[src/rtl/dual_lane_skid_buffer.sv]
// Two-lane elastic register slice; each lane is a 2-entry valid/ready
// skid buffer with registered outputs and an optional lockstep mode.
//
// Ports:
//   CLK, RST_N            clock, async active-low reset
//   in{1,2}_data/valid    upstream payload/valid per lane
//   in{1,2}_ready         upstream ready (registered state only)
//   out{1,2}_data/valid   downstream payload/valid (from main register)
//   out{1,2}_ready        downstream ready per lane
module dual_lane_skid_buffer #(
    parameter int WIDTH    = 32,
    parameter int LOCKSTEP = 0
) (
    input  logic             CLK,
    input  logic             RST_N,
    input  logic [WIDTH-1:0] in1_data,
    input  logic             in1_valid,
    output logic             in1_ready,
    input  logic [WIDTH-1:0] in2_data,
    input  logic             in2_valid,
    output logic             in2_ready,
    output logic [WIDTH-1:0] out1_data,
    output logic             out1_valid,
    input  logic             out1_ready,
    output logic [WIDTH-1:0] out2_data,
    output logic             out2_valid,
    input  logic             out2_ready
);

    logic             rdy_en;
    logic [1:0]       mv;
    logic [1:0]       sv;
    logic [1:0]       vin;
    logic [1:0]       ordy;
    logic [1:0]       rdy;
    logic [1:0]       push;
    logic [1:0]       pop;
    logic [1:0]       ovld;
    logic [WIDTH-1:0] din [2];
    logic [WIDTH-1:0] md  [2];
    logic [WIDTH-1:0] sd  [2];

    assign din[0] = in1_data;
    assign din[1] = in2_data;
    assign vin    = {in2_valid, in1_valid};
    assign ordy   = {out2_ready, out1_ready};

    // Ready depends only on flops, so downstream ready never reaches
    // upstream ready combinationally.
    assign rdy  = {2{rdy_en}} & ~sv;
    assign push = vin & rdy;

    generate
        if (LOCKSTEP != 0) begin : g_lock
            logic both;
            assign both = &mv;
            assign ovld = {2{both}};
            // A lone ready must not retire one half of a pair.
            assign pop  = {2{both & (&ordy)}};
        end else begin : g_free
            assign ovld = mv;
            assign pop  = mv & ordy;
        end
    endgenerate

    // Holds off acceptance until the first edge after reset release.
    always_ff @(posedge CLK or negedge RST_N) begin
        if (!RST_N) begin
            rdy_en <= 1'b0;
        end else begin
            rdy_en <= 1'b1;
        end
    end

    always_ff @(posedge CLK or negedge RST_N) begin
        if (!RST_N) begin
            mv <= '0;
            sv <= '0;
            for (int i = 0; i < 2; i++) begin
                md[i] <= '0;
                sd[i] <= '0;
            end
        end else begin
            for (int i = 0; i < 2; i++) begin
                if (pop[i]) begin
                    // Skid drains first; push is impossible while skid is full.
                    if (sv[i]) begin
                        md[i] <= sd[i];
                        sv[i] <= 1'b0;
                    end else if (push[i]) begin
                        md[i] <= din[i];
                    end else begin
                        mv[i] <= 1'b0;
                    end
                end else if (push[i]) begin
                    if (mv[i]) begin
                        sd[i] <= din[i];
                        sv[i] <= 1'b1;
                    end else begin
                        md[i] <= din[i];
                        mv[i] <= 1'b1;
                    end
                end
            end
        end
    end

    assign in1_ready  = rdy[0];
    assign in2_ready  = rdy[1];
    assign out1_valid = ovld[0];
    assign out2_valid = ovld[1];
    assign out1_data  = md[0];
    assign out2_data  = md[1];

endmodule

[config.mk]
export PLATFORM = sky130hd
export DESIGN_NAME = dual_lane_skid_buffer
export DESIGN_NICKNAME = d
export VERILOG_FILES = /design/src/rtl/dual_lane_skid_buffer.sv
export SDC_FILE = /design/constraint.sdc
export NUM_CORES = 1
export LEC_CHECK = 0
export CAP_MARGIN = 0
export CORE_UTILIZATION = 50
export DETAILED_ROUTE_END_ITERATION = 8
export HOLD_SLACK_MARGIN = 0.06
export PLACE_DENSITY_LB_ADDON = 0.2
export SLEW_MARGIN = 40
export SYNTH_ARGS = -nofsm -noshare
export SYNTH_HDL_FRONTEND = slang
export SYNTH_SLANG_ARGS = --single-unit
[constraint.sdc]
create_clock -name CLK -period 2.3 [get_ports CLK]
set_clock_uncertainty 0.05 [all_clocks]
set_input_delay 0.345 -clock CLK [delete_from_list [all_inputs] [get_ports CLK]]
set_output_delay 0.345 -clock CLK [all_outputs]
set_load 0.05 [all_outputs]
==> results by group <==
Floorplanning
  – IO Pins: about 140
  – Die width: between 100 and 150 um
  – Starting Density: a little over half
  – # rows: 38
  – Core box area: roughly 11000 sq um
  – Chip height: 110 um
  – Die Area: ~12000 sq um

Power and ir drop
  – Sw frac: slightly below 40%
  – Clock power frac: between 10% and 20%
  – Worst vdd ir: roughly 0.97 mV
  – Leak: approximately 3.4 nW
  – Sequential cell fraction of total power: around a third
  – Comb power frac: 46.7%
  – Pwr dens: about 1500 nW/um^2
  – Sw Pwr: approximately 0.0048 W
  – Total Power: roughly 0.012 W
  – P_int: ~0.0075 W

Worst setup path
  – Crit. End Element: output port
  – Crit Path Class: reg -> out
  – CP delay by family, top: buffers and inverters
  – WP buf/inv: 1
  – Critical path's largest stage delay: 0.86 ns
  – CP Launch Type: flop
  – Worst-path cell chain: clkdlybuf4s50_1
  – Largest fanout on the critical path: 5
  – CP required: 1.90 ns
  – Crit path arrival time: about 1.7 ns
  – Highest-delay cell along the critical path: clkdlybuf4s50_1

Clock network
  – CTS sink cnt: between 100 and 150
  – Root buffer cell: clkbuf_16
  – CTS tree: built
  – CTS Buffer Depth: 2
  – CTS buffer count: 17
  – Clk slew on worst S/H paths: 0.05 ns
  – Post-CTS setup repair buffer count: 0
  – CTS H-tree lvls: 4
  – Worst-Skew Late Latency: 0.42 ns

Yosys
  – Synth area leader: dfrtp_1
  – Mapped Cells: ~370
  – Register bit total from synthesis: 133
  – Sequential fraction of the synthesis area: between 50% and 60%
  – Syn_area_per_cell: ~16 sq um
  – Synthesized area: between 5000 and 6000 sq um
  – Largest cells by area after synthesis: dfrtp_1 (57%), mux2_2 (25%), mux2_1 (13%), buf_2 (1.0%), buf_4 (0.78%)
  – Net Count, Synth: ~440
  – Top-area cell type share of the netlist area: 57.4%
  – Cell variety after synth: 16
  – Synth warn: 0

STA
  – Pins over their slew limit: 0
  – Final setup TNS: 0 ns
  – Max Freq: ~0.47 GHz
  – Crit path time final: between 2 and 2.5 ns
  – Final Hold Viols: 0
  – RSZ-0062 raised after global routing: false
  – Slew Limit Headroom: 63.3%
  – Final period utilization: 91.7%
  – Final setup violation count: 0
  – Worst Max-Slew Pin Slew: roughly 0.55 ns

GRT
  – Largest net degree at the start of global routing: 47
  – GR Util met3: between 8 and 9%
  – Met1 Use GR: around 26%
  – Number of global-route vias before repair: around 4000
  – M2 GR Usage: 36.6%
  – Tot GR Track Use: 22.1%
  – Gr ovfl total: 0
  – Initial antenna violation count: 0
  – First-pass GRT wire length: slightly below 20 mm
  – Most Used Layer, Global Route: met2

Cells and area
  – Area Overhead vs Synth: 38.4%
  – Nets: approximately 600
  – # diodes: 0
  – Share of layout cells above drive strength 1: 32.8%

Detailed routing
  – Routed wire length: ~12 mm
  – Initial drt markers: 96
  – Drc violations: 0
  – Vias per cell: roughly 5.2
  – DR vias: 3549
  – Pre-Repair DR Iteration Count: 4
  – Avg WL per Cell: 17.6 um
  – Post-DRT Antenna Nets: 0

Place
  – Placed wire-length estimate: roughly 8.2 mm
  – Port Buffer Count: around 140
  – GPL Wtd Cong: 0.738

Outcome
  – Status: completed

Hold path
  – Hold Crit Class: in -> async

Job
  – Max cap viols: 0
[stage by stage]
stage / instances / hold WS [ns] / setup WS (ns) / utilization, % / cell area [sq um]
finish: 680 / 0.361 / 0.192 / 72.4 / 8020
global route: 680 / 0.408 / 0.137 / 72.4 / 8020
CTS: 680 / 0.369 / 0.0224 / 72.3 / 8010
detailed placement: 649 / 0.272 / 0.0754 / 67.5 / 7480
global placement: 649 / 0.266 / 0.114 / 67.5 / 7480
floorplan: 372 / -0.000591 / 0.242 / - / 5790
[cell type report]
cell class / count / area (sq um)
flip-flops and latches: 133 / 3330
fillers: 775 / 3060
multi-input cells: 219 / 2380
repair buffers: 156 / 1610
clock buffers: 26 / 499
well taps: 140 / 175
clock inverters: 4 / 22.5
inverters: 2 / 7.51
[flip-flops by register name, summed over array words and instances (netlist names)]
name / flops
out1_data: 32
sv: 2
rdy_en: 1
sd: 64
mv: 2
out2_data: 32
[power groups by stage]
stage / clock (W) / combinational (W) / sequential, W
after floorplan: 0 / 0.00181 / 0.00612
after global placement: 0 / 0.00565 / 0.00408
after detailed placement: 0 / 0.00577 / 0.00418
after CTS: 0.00244 / 0.00580 / 0.00416
after global routing: 0.00255 / 0.00602 / 0.00430
final: 0.00239 / 0.00573 / 0.00414
[placed cells by master, fill, tap and decap left out, types with 2 or more instances in the layout]
cell	Yosys	routed
mux2_2	127	127
a21oi_1	2	2
o31ai_1	2	2
inv_1	2	2
buf_4	6	12
buf_12	0	7
nand2_1	2	2
nor2b_1	4	4
dlymetal6s2s_1	0	2
ha_1	2	2
nand3_2	2	2
clkbuf_1	0	5
nand3b_1	2	2
clkbuf_8	0	4
mux2_1	65	65
clkdlybuf4s50_1	0	134
nor3_4	0	4
clkinv_2	0	3
dfrtp_1	133	133
o21ai_0	6	6
clkbuf_16	0	17
[routing by layer]
layer	wire, um	share of wire, %
met1	4940	41
met2	5910	49
met3	929	7.8
met4	166	1.4
met5	0	0
[worst paths after layout]
kind / cells after the start / to / slack (ns) / startpoint
max in group asynchronous: 3 / out2_data[25] / 1.18 / RST_N
min: 2 / sd[10] / 0.36 / RST_N
max: 1 / out1_valid / 0.19 / mv[0]
min reg2reg: 1 / sd[8] / 0.43 / sd[8]
max reg2reg: 5 / out1_data[9] / 0.39 / sv[0]
min in group CLK: 1 / sd[8] / 0.43 / sd[8]
[cell families (layout without fill, tap and decap cells)]
family | after synthesis | in the layout | synth area share (%)
muxes | 192 | 192 | 37.3
DFF | 133 | 133 | 57.4
buffers and inverters | 20 | 188 | 1.94
AOI/OAI and AO/OA | 10 | 10 | 0.950
and+or+nand+nor | 14 | 14 | 1.86
adders and majority gates | 2 | 2 | 0.432
other | 1 | 1 | 0.0647
[cell usage after synthesis, drive strengths merged]
| cell | instances |
|---|---|
| o31ai | 2 |
| conb | 1 |
| nand3 | 2 |
| a21oi | 2 |
| buf | 18 |
| nand2 | 2 |
| ha | 2 |
| nor2b | 4 |
| o21ai | 6 |
| dfrtp | 133 |
| nand3b | 2 |
| inv | 2 |
| nor3 | 4 |
| mux2 | 192 |
[repair_timing]
action | in CTS | in global routing
hold buffers | 1 | 0
resized for setup | 0 | 2
hold endpoints to repair | 29 | 0
endpoints found under the setup margin | 0 | 2
Note: power is estimated with default switching activity, not from simulation.
==> RTL edit 1, RTL diff (same flow settings) <==
The parameter `LOCKSTEP` goes from 0 to 1.
--- a/src/rtl/dual_lane_skid_buffer.sv
+++ b/src/rtl/dual_lane_skid_buffer.sv
@@ -10,5 +10,5 @@
 module dual_lane_skid_buffer #(
     parameter int WIDTH    = 32,
-    parameter int LOCKSTEP = 0
+    parameter int LOCKSTEP = 1
 ) (
     input  logic             CLK,
Formal check against the unedited RTL: not equivalent (Yosys sat finds a counterexample within 4 cycles, from zero or initial values and one cycle with RST_N low).
==> RTL edit 1 against the unedited design <==
  * Setup slack gained 0.074 ns
  * Critical path depth grew 1
  * First-iteration DRC count grew 75%
  * Sequential cell count is the same
  * Routed wire length grew 0.72%
  * Synthesized area shrank 2.6%
  * Power grew 0.63%
  * Cell area shrank 2.3%
  * Via count grew 11%
  * Fmax grew 3.6%
  * Critical path type unchanged
  * Highest routed layer unchanged
==> RTL edit 1: results (changes against the unedited design) <==
- The number of setup buffers added after CTS is 0 (unchanged).
- Counting instances in the post-synthesis netlist gives the leading cell types as dfrtp_1, a21oi_1, mux2_2, mux2i_1, nor2_1.
- The number of buffer cells added on primary ports came to 137 (unchanged).
- The peak fanout along the critical path is 7 (+2).
- The maximum resistive drop on vdd is 1.225 mV (+26%).
- The number of placed instances with taps included is 713 (+9.9%).
- The via count of the first global-routing pass is 4188 (+5.8%).
- The fill cell total of the finished layout is 812 (+4.8%).
- The clock reaches the later pin of the worst-skew pair after 0.41 ns.
- The tightest min-delay check is of the input port to async pin type.
- The global-route congestion overflow total is 0 (unchanged).
- The mean instance size in the synthesized netlist was 12.63 sq um (-19%).
- Ranked by total cell area, the synthesized netlist is headed by dfrtp_1, mux2_2, mux2i_1.
- The most flop-heavy register is sd.
- The number of synthesis warnings is 0 (unchanged).
- The TritonCTS buffer count is 17 (unchanged).
- The number of flops mapped to enable cells by yosys was 0 (unchanged).
- The part of the Yosys area used for sequential elements is 58.97% (+1.5 points).
- The mean number of vias per cell is 5.278 (+1.1%).
- The vias after detailed routing is 3932 (+11%).
- The internal power of the cells is 0.007378 W (-1.0%).
- The synthesized netlist net count was 519 (+17%).
- The flip-flop count of the largest register, all copies and words added came to 64 (unchanged).
- The async set-reset flop share out of synthesis is 100.0% (unchanged).
- The number of H-tree levels is 4 (unchanged).
- The final layout net count was 665 (+11%).
- The routed wire length was 12030 microns (+0.72%).
- The minimum setup slack after placement is 0.08678 ns (+0.01141 ns).
- The post-detailed-placement cell area is 7232 sq um (-3.3%).
- The share of final-layout standard cells stronger than drive strength 1 is 19.50% (-13 points).
- The leakage power total is 3.689 nW (+9.4%).
- The estimated wirelength of the detail-placed design is 8100 microns (-1.3%).
- The last weighted congestion value of the routability-driven placer is 0.7586 (+2.8%).
- The cell at the root of the clock tree is clkbuf_16.
- The number of antenna violations at the first check in global routing is 0 (unchanged).
- The worst-case clock buffer depth is 2 (unchanged).
- The overall fraction of global-route tracks in use is 22.52% (+0.39 points).
- The distinct cell type count after synthesis came to 22 (+6).
- The antenna diode instance count is 0 (unchanged).
- The maximum number of pins on one net before global-route repair is 65 (+38%).
- The first-pass detailed-route iteration total is 4 (unchanged).
- The wire length of the first global-routing pass is 20080 microns (+3.3%).
- The run finished with clean final reports.
- The post-CTS clock slew at the launch and capture registers of the worst setup and hold paths was 0.05 ns (about the same).
- The critical path arrival is 1.64 ns (-0.07 ns).
- The remaining max-slew budget at the tightest pin is 59.82% (-3.5 points).
- The starting DRC count in detailed routing is 168 (+75%).
## RTL edit 1: final timing paths
kind	start	depth (start not counted)	slack, ns	end
setup reg to reg	mv[1]	7	0.34	out2_data[14]
hold / removal	RST_N	2	0.45	sd[60]
setup / recovery	mv[1]	2	0.27	out2_valid
min in group CLK	sd[40]	1	0.45	sd[40]
hold reg to reg	sd[40]	1	0.45	sd[40]
max in group asynchronous	RST_N	3	1.03	out1_data[30]
## RTL edit 1: kinds of logic (layout without fill, tap and decap cells)
family	count (synthesis)	count (layout)	share of synthesized area (%)
other cells	1	1	0.06644
mux	128	128	24.12
flops	133	133	58.97
buf+inv	29	187	3.281
compound gates	74	74	7.094
simple gates	80	80	6.030
fa+ha+maj	2	2	0.4433
## RTL edit 1: final cells by class
type / count / area, sq um / area share [%]
sequential: 133 / 3328 / 42.47
multi-input combinational: 285 / 2136 / 27.26
timing repair buffer: 153 / 1590 / 20.29
clock buffer: 23 / 498.0 / 6.355
tap: 140 / 175.2 / 2.235
clock inverter: 8 / 97.59 / 1.245
inverter: 3 / 11.26 / 0.1437
## RTL edit 1: power groups by stage
stage	registers (W)	logic, W	clock network (W)
after detailed placement	0.00421	0.00554	0
after global routing	0.00432	0.00583	0.00284
final	0.00418	0.00549	0.00267
after CTS	0.00419	0.00554	0.00272
after floorplan	0.00605	0.00180	0
after global placement	0.00416	0.00538	0
## RTL edit 1: critical path, stage by stage, from the launching register on
cell and delay, ns:
dfrtp_1 0.51, and2_1 0.20, dlygate4sd2_1 0.53
## RTL edit 1: repair_timing
action,CTS,global route
endpoints found under the setup margin,3,1
gates resized for setup,3,1
hold buffers,1,0
endpoints found under the hold margin,42,0
## RTL edit 1: metal layers
layer	wire [microns]	global-route usage [%]
met1	5065	28.17
met3	793	7.655
met2	6014	36.81
met4	155	7.143
met5	0	0
==> RTL edit 2, RTL diff (same flow settings) <==
Made on the original files. Make the reset (`RST_N`) synchronous in 2 clocked blocks. Comments in the files are not updated.
--- a/src/rtl/dual_lane_skid_buffer.sv
+++ b/src/rtl/dual_lane_skid_buffer.sv
@@ -65,5 +65,5 @@
 
     // Holds off acceptance until the first edge after reset release.
-    always_ff @(posedge CLK or negedge RST_N) begin
+    always_ff @(posedge CLK) begin
         if (!RST_N) begin
             rdy_en <= 1'b0;
@@ -73,5 +73,5 @@
     end
 
-    always_ff @(posedge CLK or negedge RST_N) begin
+    always_ff @(posedge CLK) begin
         if (!RST_N) begin
             mv <= '0;
Behaviour: differs if RST_N is asserted again (counterexample within 4 cycles, from zero or initial values and one cycle with RST_N low); with RST_N held inactive, the same outputs for 4 cycles.
==> RTL edit 2 against the unedited design <==
  * Count of clock-buffer cells in the layout shrank 8
  * Setup slack gained 0.0073 ns
  * Global-route usage grew 0.20 points
  * Synthesized area shrank 2.5%
  * Die area shrank 2.5%
  * Sequential cell count is the same
  * Routed wire length grew 3.4%
  * Cell area shrank 1.2%
  * Largest cell class unchanged
Power is not compared: it rests on default switching activity, and its combinational part moved more than twofold at a synthesized area within 25%.
==> RTL edit 2: results (changes against the unedited design) <==
- The flow ran to the end, and the final reports show no timing, DRC or antenna violations.
- The part of the Yosys area used for sequential elements is 69.81% (+12 points).
- The routing usage on met3 is 5.425% (-3.5 points).
- The wire length on met1 is 5073 microns (+2.7%).
- The starting DRC count in detailed routing is 204 (+110%).
- The final non-filler cell total is 746 (+9.7%).
- The count of mapped cells out of synthesis is 448 (+20%).
- The destination of the critical timing path is out2_valid.
- The routed wire length was 12350 microns (+3.4%).
- The estimated wirelength of the detail-placed design came to 7689 microns (-6.3%).
- The number of flops mapped to enable cells by yosys is 128 (+128).
- The wire length of the first global-routing pass is 19460 microns (+0.10%).
- The most critical setup path has its startpoint at mv[1].
- The top achievable clock speed is 475.9 MHz (+0.35%).
- The register-to-register setup slack is 0.50 ns (+0.11 ns).
- The peak fanout along the critical path was 7 (+2).
- The remaining max-slew budget at the tightest pin came to 63.17% (-0.13 points).
- The worst hold slack is 0.4201 ns (+0.05902 ns).
- In this run the critical register-to-register path is launched from sv[0].
- The maximum number of pins on one net before global-route repair is 38 (-19%).
- The wire length on met3 is 737 microns (-21%).
- The overall fraction of global-route tracks in use is 22.33% (+0.20 points).
- The clock insertion delay at the later pin of the skew report is 0.40 ns (-0.02 ns).
- The reg-to-reg critical path endpoint is md[1][1].
- The met1 track demand over resource in global routing was 27.73% (+2.0 points).
- The mean number of vias per cell came to 5.240 (+0.40%).
- The share of final-layout standard cells stronger than drive strength 1 is 14.03% (-19 points).
- By area the synthesized netlist is led by edfxtp_1, nand2_1, nor2b_1.
- The routed length on met2 is 6411 microns (+8.5%).
- The via count of the first global-routing pass is 3945 (-0.33%).
-- RTL edit 2: power by group through the flow --
stage                     Combinational, W  Clock (W)  Sequential (W)
after floorplan                   0.000193          0         0.00315
after global placement            0.000827          0         0.00288
after detailed placement          0.000838          0         0.00288
after CTS                         0.000844    0.00272         0.00284
after global routing              0.000881    0.00284         0.00285
final                             0.000839    0.00268         0.00284
-- RTL edit 2: cells by family after synthesis --
| kind of cell | count (synthesis) | synth area share [%] |
|---|---|---|
| and+or+nand+nor | 207 | 17.83 |
| AOI/OAI and AO/OA | 78 | 9.347 |
| DFF | 133 | 69.81 |
| buffers and inverters | 30 | 3.012 |
-- RTL edit 2: area by class of cell --
cell class,instances,area (sq um)
clock buffer,18,429.2
clock inverter,14,160.2
fill,766,3013
inverter,3,11.26
multi-input combinational,285,1582
sequential,133,3944
tap,140,175.2
timing repair buffer,153,1622
